$ cat config.mk
export PLATFORM = sky130hd
export DESIGN_NAME = uart_tx_arb_flat
export DESIGN_NICKNAME = d
export VERILOG_FILES = /design/src/rtl/uart_pkg.sv /design/src/rtl/uart_tx_arb_if.sv /design/src/rtl/uart_tx_arb_rr_pick.sv /design/src/rtl/uart_tx_arb.sv /design/src/flat_wrapper.sv
export SDC_FILE = /design/constraint.sdc
export NUM_CORES = 1
export LEC_CHECK = 0
export CORE_MARGIN = 5
export CORE_UTILIZATION = 40
export DETAILED_ROUTE_END_ITERATION = 7
export HOLD_SLACK_MARGIN = 0.02
export PLACE_DENSITY = 0.71
export SYNTH_ARGS = -nofsm -noshare
export SYNTH_HDL_FRONTEND = slang
export SYNTH_SLANG_ARGS = --single-unit
$ cat constraint.sdc
create_clock -name clk -period 3.6 [get_ports clk]
set_clock_uncertainty 0.15 [all_clocks]
set_input_delay 0.72 -clock clk [delete_from_list [all_inputs] [get_ports clk]]
set_output_delay 0.72 -clock clk [all_outputs]
set_load 0.05 [all_outputs]
$ cat src/rtl/uart_pkg.sv
// Types and helpers shared by the UART-side arbiters and controllers.
package uart_pkg;

  typedef enum logic [1:0] {
    IDLE = 2'd0,
    SEND = 2'd1,
    WAIT = 2'd2,
    NEXT = 2'd3
  } uart_arb_state_t;

  localparam int BYTE_W = 8;

  // Increment an index with wrap back to zero at n.
  function automatic int wrap_inc(input int idx, input int n);
    return (idx + 1 >= n) ? 0 : idx + 1;
  endfunction

endpackage

$ cat src/rtl/uart_tx_arb_if.sv
// Requester-side byte stream bundle: one valid/ready/last lane plus one byte per requester.
interface uart_tx_arb_if #(
  parameter int NUM_REQ = 4
);

  logic [NUM_REQ-1:0]   req_valid;
  logic [NUM_REQ*8-1:0] req_data;
  logic [NUM_REQ-1:0]   req_last;
  logic [NUM_REQ-1:0]   req_ready;

  modport master (
    output req_valid,
    output req_data,
    output req_last,
    input  req_ready
  );

  modport slave (
    input  req_valid,
    input  req_data,
    input  req_last,
    output req_ready
  );

endinterface

$ cat src/rtl/uart_tx_arb_rr_pick.sv
// Combinational round-robin picker: first set request at or after ptr, wrapping modulo N.
module rr_pick #(
  parameter int N = 4,
  parameter int W = (N > 1) ? $clog2(N) : 1
) (
  input  logic [N-1:0] req,
  input  logic [W-1:0] ptr,
  output logic [N-1:0] gnt,
  output logic [W-1:0] idx,
  output logic         any
);

  // Out-of-range pointers (only possible for non-power-of-two N) fold to zero.
  function automatic logic [W-1:0] rot_idx(input logic [W-1:0] p, input int k);
    int j;
    j = int'(p) + k;
    if (j >= N) j = j - N;
    if (j >= N) j = 0;
    return W'(j);
  endfunction

  // Scan from the farthest offset down so the nearest valid request wins.
  always_comb begin
    gnt = '0;
    idx = '0;
    any = 1'b0;
    for (int k = N - 1; k >= 0; k--) begin
      if (req[rot_idx(ptr, k)]) begin
        gnt                = '0;
        gnt[rot_idx(ptr, k)] = 1'b1;
        idx                = rot_idx(ptr, k);
        any                = 1'b1;
      end
    end
  end

endmodule

$ cat src/rtl/uart_tx_arb.sv
// Round-robin arbiter that lets several packet requesters share one uart_tx serializer,
// locking the transmitter to the owner until its last byte finishes or it stalls too long.
module uart_tx_arb
  import uart_pkg::*;
#(
  parameter int NUM_REQ     = 4,
  parameter int HOLD_CYCLES = 1024
) (
  input  logic                clk,
  input  logic                rst_n,
  uart_tx_arb_if.slave        req_if,
  output logic [NUM_REQ-1:0]  grant,
  output logic                tx_send,
  output logic [BYTE_W-1:0]   tx_dout,
  input  logic                tx_busy,
  input  logic                tx_done,
  output logic                idle
);

  localparam int IDX_W    = $clog2(NUM_REQ);
  localparam int HOLD_W   = (HOLD_CYCLES > 1) ? $clog2(HOLD_CYCLES) : 1;
  localparam int HOLD_LIM = (HOLD_CYCLES > 0) ? HOLD_CYCLES - 1 : 0;

  uart_arb_state_t     state_q, state_d;
  logic [IDX_W-1:0]    owner_q, owner_d;
  logic [IDX_W-1:0]    ptr_q, ptr_d;
  logic [BYTE_W-1:0]   byte_q, byte_d;
  logic                last_q, last_d;
  logic [HOLD_W-1:0]   hold_cnt_q, hold_cnt_d;

  logic [NUM_REQ-1:0]  pick_gnt;
  logic [IDX_W-1:0]    pick_idx;
  logic                pick_any;
  logic [IDX_W-1:0]    owner_nxt;
  logic [NUM_REQ-1:0]  ready_c;
  logic                send_c;
  logic [BYTE_W-1:0]   req_bytes [NUM_REQ];

  genvar gi;
  generate
    for (gi = 0; gi < NUM_REQ; gi++) begin : g_lane
      assign req_bytes[gi] = req_if.req_data[gi*BYTE_W +: BYTE_W];
      assign grant[gi]     = (state_q != IDLE) && (owner_q == IDX_W'(gi));
    end
  endgenerate

  rr_pick #(
    .N (NUM_REQ),
    .W (IDX_W)
  ) u_pick (
    .req (req_if.req_valid),
    .ptr (ptr_q),
    .gnt (pick_gnt),
    .idx (pick_idx),
    .any (pick_any)
  );

  assign owner_nxt = IDX_W'(wrap_inc(int'(owner_q), NUM_REQ));

  always_comb begin
    state_d    = state_q;
    owner_d    = owner_q;
    ptr_d      = ptr_q;
    byte_d     = byte_q;
    last_d     = last_q;
    hold_cnt_d = hold_cnt_q;
    ready_c    = '0;
    send_c     = 1'b0;
    case (state_q)
      IDLE: begin
        if (pick_any) begin
          ready_c = pick_gnt;
          byte_d  = req_bytes[pick_idx];
          last_d  = req_if.req_last[pick_idx];
          owner_d = pick_idx;
          state_d = SEND;
        end
      end
      SEND: begin
        // Never pulse send into a transmitter that is still shifting.
        if (!tx_busy) begin
          send_c  = 1'b1;
          state_d = WAIT;
        end
      end
      WAIT: begin
        if (tx_done) begin
          if (last_q) begin
            ptr_d   = owner_nxt;
            state_d = IDLE;
          end else begin
            hold_cnt_d = '0;
            state_d    = NEXT;
          end
        end
      end
      NEXT: begin
        if (req_if.req_valid[owner_q]) begin
          ready_c[owner_q] = 1'b1;
          byte_d           = req_bytes[owner_q];
          last_d           = req_if.req_last[owner_q];
          state_d          = SEND;
        end else begin
          hold_cnt_d = hold_cnt_q + HOLD_W'(1);
          // Owner stalled too long mid-packet: drop the lock and let others in.
          if ((HOLD_CYCLES != 0) && (hold_cnt_q == HOLD_W'(HOLD_LIM))) begin
            ptr_d   = owner_nxt;
            state_d = IDLE;
          end
        end
      end
      default: begin
        state_d = IDLE;
      end
    endcase
  end

  always_ff @(posedge clk or negedge rst_n) begin
    if (!rst_n) begin
      state_q    <= IDLE;
      owner_q    <= '0;
      ptr_q      <= '0;
      byte_q     <= '0;
      last_q     <= 1'b0;
      hold_cnt_q <= '0;
    end else begin
      state_q    <= state_d;
      owner_q    <= owner_d;
      ptr_q      <= ptr_d;
      byte_q     <= byte_d;
      last_q     <= last_d;
      hold_cnt_q <= hold_cnt_d;
    end
  end

  // Ready is combinational, so mask it while reset is held to keep outputs quiet.
  assign req_if.req_ready = rst_n ? ready_c : '0;
  assign tx_send          = send_c;
  assign tx_dout          = byte_q;
  assign idle             = (state_q == IDLE);

endmodule

$ cat src/flat_wrapper.sv
// flat-port wrapper written by rule: the top's interface ports become plain ports
module uart_tx_arb_flat import uart_pkg::*;
#(
  parameter int NUM_REQ     = 4,
  parameter int HOLD_CYCLES = 1024
)
  (clk, rst_n, grant, tx_send, tx_dout, tx_busy, tx_done, idle, req_if_req_valid, req_if_req_data, req_if_req_last, req_if_req_ready);
  uart_tx_arb_if #(.NUM_REQ(NUM_REQ)) req_if_i ();
  input  logic clk;
  input  logic rst_n;
  output logic [NUM_REQ-1:0] grant;
  output logic tx_send;
  output logic [BYTE_W-1:0] tx_dout;
  input  logic tx_busy;
  input  logic tx_done;
  output logic idle;
  input wire logic [$bits(req_if_i.req_valid)-1:0] req_if_req_valid;
  input wire logic [$bits(req_if_i.req_data)-1:0] req_if_req_data;
  input wire logic [$bits(req_if_i.req_last)-1:0] req_if_req_last;
  output wire logic [$bits(req_if_i.req_ready)-1:0] req_if_req_ready;
  assign req_if_i.req_valid = req_if_req_valid;
  assign req_if_i.req_data = req_if_req_data;
  assign req_if_i.req_last = req_if_req_last;
  assign req_if_req_ready = req_if_i.req_ready;
  uart_tx_arb #(.NUM_REQ(NUM_REQ), .HOLD_CYCLES(HOLD_CYCLES)) u_core (.clk(clk), .rst_n(rst_n), .req_if(req_if_i), .grant(grant), .tx_send(tx_send), .tx_dout(tx_dout), .tx_busy(tx_busy), .tx_done(tx_done), .idle(idle));
endmodule
==> results of run 1 <==
power breakdown:
part           internal [W]  leakage, nW  switching (W)
Combinational       0.00103         1.19        0.00147
Sequential         0.000386        0.311       0.000123
Clock             0.0000778       0.0255      0.0000982
Total               0.00149         1.52        0.00169
repair_timing:
action | 4_1_cts | 5_1_grt
setup buffers | 0 | 0
gates resized for setup | 1 | 3
setup endpoints to repair | 2 | 4
cloned | 0 | 0
hold buffers | 0 | 0
worst min-delay path, stage by stage, from the launching register on:
cell     delay, ns
dfrtp_1       0.37
xor2_1        0.07
nor2_1        0.08
synth_stat cells (2+ instances only):
master | instances | area share
ha_1 | 19 | 0.082
mux2i_1 | 12 | 0.041
a21oi_1 | 8 | 0.014
xnor2_1 | 2 | 0.0060
nand2_1 | 31 | 0.040
nor2_1 | 23 | 0.030
nand4_1 | 3 | 0.0065
buf_6 | 8 | 0.031
a21o_1 | 4 | 0.010
o31ai_1 | 3 | 0.0078
a2111oi_0 | 8 | 0.024
xor2_1 | 3 | 0.0091
nor3_1 | 5 | 0.0086
mux2_2 | 3 | 0.012
buf_2 | 6 | 0.010
a211oi_1 | 16 | 0.041
o21ai_0 | 11 | 0.019
nor2b_1 | 9 | 0.019
nand3_1 | 3 | 0.0052
and3_1 | 5 | 0.011
clkbuf_1 | 4 | 0.0052
nand3b_1 | 10 | 0.026
inv_1 | 19 | 0.025
a31oi_1 | 5 | 0.011
a22o_1 | 4 | 0.012
dfrtp_1 | 25 | 0.22
o221ai_1 | 12 | 0.036
mux2_4 | 2 | 0.010
mux4_2 | 16 | 0.12
or3_1 | 2 | 0.0043
layer usage:
metal	up-vias	GRT usage
met3	9	0.0166
met2	82	0.335
li1	1309	-
met1	1331	0.245
met5	-	0
met4	0	0.0361
stage by stage:
| stage | hold WS [ns] | util |
|---|---|---|
| 2_1_floorplan | 0.274 | - |
| 3_3_place_gp | 0.382 | 0.509 |
| 3_5_place_dp | 0.387 | 0.509 |
| 4_1_cts | 0.412 | 0.516 |
| 5_1_grt | 0.449 | 0.517 |
| 6_report | 0.414 | 0.517 |
sequential cells by signal (all words and copies together) (netlist names):
| name | cells |
|---|---|
| u_core.hold_cnt_q | 10 |
| u_core.tx_dout | 8 |
| u_core.owner_q | 2 |
| u_core.ptr_q | 2 |
| u_core.state_q | 2 |
| u_core.last_q | 1 |
cell type report:
class                   count  area [um2]
fillers                   676        3450
multi-input cells         244        2050
repair buffers             82         764
flip-flops and latches     25         626
well taps                  99         124
inverters                  20        75.1
clock buffers               3        41.3
clock inverters             1        5.00
logic make-up after synthesis:
group,after synthesis,synth area share
AO/OA/AOI/OAI,85,0.228
XOR/XNOR,5,0.0151
adder cells (fa/ha/maj),19,0.0820
buffers and inverters,40,0.0764
flip-flops,25,0.216
multiplexers,34,0.197
AND/OR/NAND/NOR,101,0.186
path summary, 6_finish.rpt:
path,start,endpoint
setup / recovery,u_core.ptr_q[1]$_DFFE_PN0P_,req_if_req_ready[2]
hold / removal,u_core.hold_cnt_q[9]$_DFFE_PN0P_,u_core.hold_cnt_q[9]$_DFFE_PN0P_
setup reg to reg,u_core.ptr_q[1]$_DFFE_PN0P_,u_core.tx_dout[6]$_DFFE_PN0P_
hold reg to reg,u_core.hold_cnt_q[9]$_DFFE_PN0P_,u_core.hold_cnt_q[9]$_DFFE_PN0P_
max in group asynchronous,rst_n,u_core.owner_q[1]$_DFFE_PN0P_
min in group asynchronous,rst_n,u_core.hold_cnt_q[1]$_DFFE_PN0P_
==> summary.md, run 1 <==
| Metric | Value |
|---|---|
| Mean Syn Cell Area | `9.39 um2` |
| Commonest cells after routing, fill and taps aside | `clkdlybuf4s50_1 (53), nand2_1 (31), buf_4 (25), dfrtp_1 (25), nor2_1 (23)` |
| Fin cells | `474` |
| Placed instance area | `3640 um2` |
| Clk_lat worst skew | `0.28 ns` |
| Design area | `3690 um2` |
| CTS tree | `done` |
| Most common cell after layout, fill and taps aside | `clkdlybuf4s50_1` |
| Area growth from synthesis to layout | `27.2%` |
| WS Path Type | `reg2out` |
| Slew headroom | `0.534` |
| Detailed Place HPWL | `6310 um` |
| Ant. Diodes | `0` |
| Slew Limit Fails | `0` |
| Crit path max fanout | `10` |
| FMAX | `294 MHz` |
| Largest stage delay on the critical path | `0.63 ns` |
| Placement Setup Slack | `-0.00760 ns` |
| CP max stage cell | `mux4_2` |
| First-pass GRT wire length | `13600 um` |
| Synthesized instance count | `309` |
| CP arrival | `2.53 ns` |
| Post-route setup TNS | `0 ns` |
| Total Nets Final | `439` |
| Highest metal used | `met4` |
| RSZ-0062 raised after global routing | `false` |
| Post-Place Cells | `470` |
| IO buf count | `61` |
| Vias/cell | `5.76` |
| Number of synthesized register bits | `25` |
| Min-delay worst type | `reg2reg` |
| Drt first pass iters | `4` |
| Grt ovf | `0` |
| Clock tree buffer depth | `2` |
| Setup violations, final | `0` |
| Worst setup SP type | `flip-flop` |
| WL met1 | `3460 um` |
| CTS Buf Count | `3` |
| Buf/Inv on CP | `2` |
| Htree depth | `1` |
| Largest net degree at the start of global routing | `26` |
| Maximum vdd ir drop | `0.505 mV` |
| Worst Tran Pin Value | `0.697 ns` |
| Met3 wire len | `378 um` |
| Register area share after synthesis | `0.216` |
| Root Buffer | `clkbuf_8` |
| CP Depth | `7` |
| Worst r2r path cells | `7` |
| Placeable Area | `7140 um2` |
| Vias | `2731` |
| Status | `complete, no violations` |
| Initial antenna violation count | `0` |
| Max cap viols | `0` |
| Die area | `9050 um2` |
| Final worst-path cycle share | `0.945` |
| Final weighted congestion in routability-driven placement | `0.890` |
| Post-DR wirelength/cell | `17.3 um` |
| Row cnt | `31` |
| 1st-iter DRT viols | `210` |
| Starting Density | `0.406` |
| PnR worst setup slack | `0.197 ns` |
| Async S/R FF share, synth | `1.00` |
| Vias in the first global route | `2773` |
| Synthesized Nets | `372` |
| Critical-path cell list | `inv_1, ha_1, mux4_2, a31oi_1, o21ai_0, and3_1, buf_4` |
| Clock sinks | `25` |
| EDFF count, synth | `0` |
| Total power | `0.00319 W` |
| Remaining antenna violation count after routing | `0` |
| Critical Path End Type | `output pin` |
| Pwr dens | `864 nW/um2` |
| Worst path top cell family by delay | `multiplexers` |
| Library cells used by synthesis | `58` |
| Pleak | `1.52 nW` |
| Clock transition at path regs | `0.09 ns` |
| Die span in x | `95.2 um` |
| # IOs | `62` |
| Hold path cells | `2` |
| R2r setup slk | `0.48 ns` |
| Mapped cell area | `2900 um2` |
| Top_reg_cell synth | `dfrtp_1` |
| Crit path time final | `3.40 ns` |
| CP Data Required Time | `2.73 ns` |
| DR WL met2 | `4280 um` |
| Drt drc | `0` |
| Hold Vio Cnt, Final | `0` |
| GRT Total Usage | `0.187` |
| Warnings from Yosys | `0` |
| Fraction of layout instances using a drive strength above 1 | `0.176` |
| Die Y | `95.2 um` |
| Final WL | `8190 um` |
Power figures use the tool's default switching activity.
==> inputs of run 2 (changes only) <==
--- a/config.mk
+++ b/config.mk
@@ -5,6 +5,7 @@
 export SDC_FILE = /design/constraint.sdc
 export NUM_CORES = 1
 export LEC_CHECK = 0
+export CAP_MARGIN = 25
 export CORE_MARGIN = 5
 export CORE_UTILIZATION = 40
 export DETAILED_ROUTE_END_ITERATION = 7
==> results of run 2 <==
No change in the layout: final DEF, timing and power equal those of run 1.
==> inputs of run 3 (changes only) <==
--- a/config.mk
+++ b/config.mk
@@ -5,7 +5,6 @@
 export SDC_FILE = /design/constraint.sdc
 export NUM_CORES = 1
 export LEC_CHECK = 0
-export CAP_MARGIN = 25
 export CORE_MARGIN = 5
 export CORE_UTILIZATION = 40
 export DETAILED_ROUTE_END_ITERATION = 7
==> constraint.sdc (replaced) <==
create_clock -name clk -period 3.65 [get_ports clk]
set_clock_uncertainty 0.15 [all_clocks]
set_input_delay 0.73 -clock clk [delete_from_list [all_inputs] [get_ports clk]]
set_output_delay 0.73 -clock clk [all_outputs]
set_load 0.05 [all_outputs]
==> summary.md, run 3 (synthesis gave the netlist of run 1 again) <==
| Metric | Value |
|---|---|
| Vias/cell | `5.62 (-2.5%)` |
| Critical Path End Type | `output pin` |
| Worst Setup EP | `req_if_req_ready[2]` |
| Most common cell after layout, fill and taps aside | `clkdlybuf4s50_1` |
| # IOs | `62 (unchanged)` |
| CTS resizes | `0 (-1)` |
| FILL cells | `678 (+0.30%)` |
| Detailed Place HPWL | `6120 um (-3.0%)` |
| Die span in x | `95.2 um (unchanged)` |
| GRT Total Usage | `0.181 (-0.00583)` |
| Root Buffer | `clkbuf_8` |
| Max cap viols | `0 (unchanged)` |
| Final WL | `7860 um (-4.0%)` |
| 1st-iter DRT viols | `150 (-29%)` |
| Largest net degree at the start of global routing | `26 (unchanged)` |
| CTS tree | `done` |
| Clk_lat worst skew | `0.27 ns (about the same)` |
| Largest stage delay on the critical path | `0.62 ns (about the same)` |
| CP arrival | `2.54 ns (about the same)` |
| Final worst-path cycle share | `0.938` |
| DR WL met2 | `4020 um (-6.0%)` |
| RSZ-0062 raised after global routing | `false` |
| Die area | `9050 um2 (unchanged)` |
| Pwr dens | `847 nW/um2 (-2.0%)` |
| Maximum vdd ir drop | `0.361 mV (-29%)` |
| Status | `complete, no violations` |
| Slew headroom | `0.570 (+0.0359)` |
| Fraction of layout instances using a drive strength above 1 | `0.173 (-0.00267)` |
| Clock transition at path regs | `0.08 ns (about the same)` |
| Post-CTS Setup Bufs | `0 (unchanged)` |
| Reg-to-reg endpoint | `u_core.tx_dout[2]$_DFFE_PN0P_` |
| Largest Register | `u_core.hold_cnt_q` |
| Critical-path cell list | `inv_2, ha_1, mux4_2, a31oi_1, o21ai_0, and3_1, buf_4` |
| Initial antenna violation count | `0 (unchanged)` |
| Cts hold-fix bufs | `0 (unchanged)` |
| Post-DR wirelength/cell | `16.6 um (-4.0%)` |
| Clock tree buffer depth | `2 (unchanged)` |
| Commonest cells after routing, fill and taps aside | `clkdlybuf4s50_1 (53), nand2_1 (31), buf_4 (25), dfrtp_1 (25), nor2_1 (23)` |
| Drt drc | `0 (unchanged)` |
| Layout Utilization | `0.517 (about the same)` |
| Worst setup SP type | `flip-flop` |
| CP max stage cell | `mux4_2` |
| Crit path from | `u_core.ptr_q[0]$_DFFE_PN0P_` |
| Post-route setup TNS | `0 ns (unchanged)` |
| Total Nets Final | `439 (unchanged)` |
| Grt ovf | `0 (unchanged)` |
| IO buf count | `61 (unchanged)` |
| Worst Hold Margin | `0.407 ns (-0.00742 ns)` |
| Worst Tran Pin Value | `0.644 ns (-0.0524 ns)` |
| Starting Density | `0.406 (unchanged)` |
| Final weighted congestion in routability-driven placement | `0.870 (-2.3%)` |
| Drt first pass iters | `5 (+1)` |
| Ant. Diodes | `0 (unchanged)` |
| Min-delay worst type | `reg2reg` |
| CTS Buf Count | `3 (unchanged)` |
| Die Y | `95.2 um (unchanged)` |
| Crit path max fanout | `10 (unchanged)` |
| WL met1 | `3530 um (+2.1%)` |
| Setup violations, final | `0 (unchanged)` |
| Area growth from synthesis to layout | `27.3% (about the same)` |
| Vias in the first global route | `2772 (-0.036%)` |
| Clock sinks | `25 (unchanged)` |
| Slew Limit Fails | `0 (unchanged)` |
| Crit Reg-Reg Startpoint | `u_core.ptr_q[0]$_DFFE_PN0P_` |
| Max reg flops | `10 (unchanged)` |
| Vias | `2662 (-2.5%)` |
| Met3 wire len | `236 um (-38%)` |
| Crit path time final | `3.42 ns` |
| WS Path Type | `reg2out` |
| Pleak | `1.53 nW (+0.33%)` |
| Hold path cells | `2 (unchanged)` |
| Placeable Area | `7140 um2 (unchanged)` |
| First-pass GRT wire length | `13200 um (-2.7%)` |
| Remaining antenna violation count after routing | `0 (unchanged)` |
| Htree depth | `1 (unchanged)` |
| Highest metal used | `met4` |
| CP Data Required Time | `2.77 ns (+0.04 ns)` |
| Worst r2r path cells | `7 (unchanged)` |
| FMAX | `292 MHz` |
| Hold Vio Cnt, Final | `0 (unchanged)` |
| R2r setup slk | `0.53 ns (+0.05 ns)` |
| Total power | `0.00313 W (-1.9%)` |
| Row cnt | `31 (unchanged)` |
## run 3: cell count changes in the layout (fill, tap and decap cells not counted)
cell            previous run  this run
dlymetal6s2s_1             3         4
dlygate4sd2_1              1         0
clkbuf_1                   0         1
clkinv_2                   1         0
## run 3: per-stage QoR
step	std cells	area (um2)	worst slack [ns]
floorplan	309	2900	0.326
global placement	470	3640	0.102
detailed placement	470	3640	0.0352
CTS	474	3680	0.0331
global route	474	3690	0.0864
finish	474	3690	0.226
## run 3: worst min path at each step
stage,slack (ns),from,endpoint
after floorplan,0.28,rst_n,u_core.hold_cnt_q[0]$_DFFE_PN0P_
after global placement,0.38,u_core.hold_cnt_q[9]$_DFFE_PN0P_,u_core.hold_cnt_q[9]$_DFFE_PN0P_
after detailed placement,0.39,u_core.hold_cnt_q[9]$_DFFE_PN0P_,u_core.hold_cnt_q[9]$_DFFE_PN0P_
after CTS,0.41,u_core.hold_cnt_q[9]$_DFFE_PN0P_,u_core.hold_cnt_q[9]$_DFFE_PN0P_
after global routing,0.45,u_core.hold_cnt_q[9]$_DFFE_PN0P_,u_core.hold_cnt_q[9]$_DFFE_PN0P_
final,0.41,u_core.hold_cnt_q[9]$_DFFE_PN0P_,u_core.hold_cnt_q[9]$_DFFE_PN0P_
## run 3: area by class of cell
cell class | count | area [um2] | share of cell area
Inverter | 20 | 75.1 | 0.0203
Clock buffer | 4 | 45.0 | 0.0122
Timing Repair Buffer | 82 | 768 | 0.208
Sequential cell | 25 | 626 | 0.169
Multi-Input combinational cell | 244 | 2050 | 0.556
Tap cell | 99 | 124 | 0.0336
## run 3: critical path: cells and delay by family, from the launching register on
family                   cells  cell delay [ns]
buffers and inverters        2             0.26
AND/OR/NAND/NOR              1             0.19
flip-flops                   1             0.39
adder cells (fa/ha/maj)      1             0.53
AO/OA/AOI/OAI                2             0.29
multiplexers                 1             0.62
## run 3: report_power, final
group / switching (W) / total, W / leakage (nW) / internal, W
logic: 0.00144 / 0.00245 / 1.19 / 0.00102
registers: 0.000125 / 0.000505 / 0.311 / 0.000380
clock network: 0.0000902 / 0.000168 / 0.0228 / 0.0000781
## run 3: metal layers
metal	up-vias	track usage
li1	1306	-
met1	1299	0.240
met2	51	0.315
met3	6	0.0142
met4	0	0.0481
met5	-	0
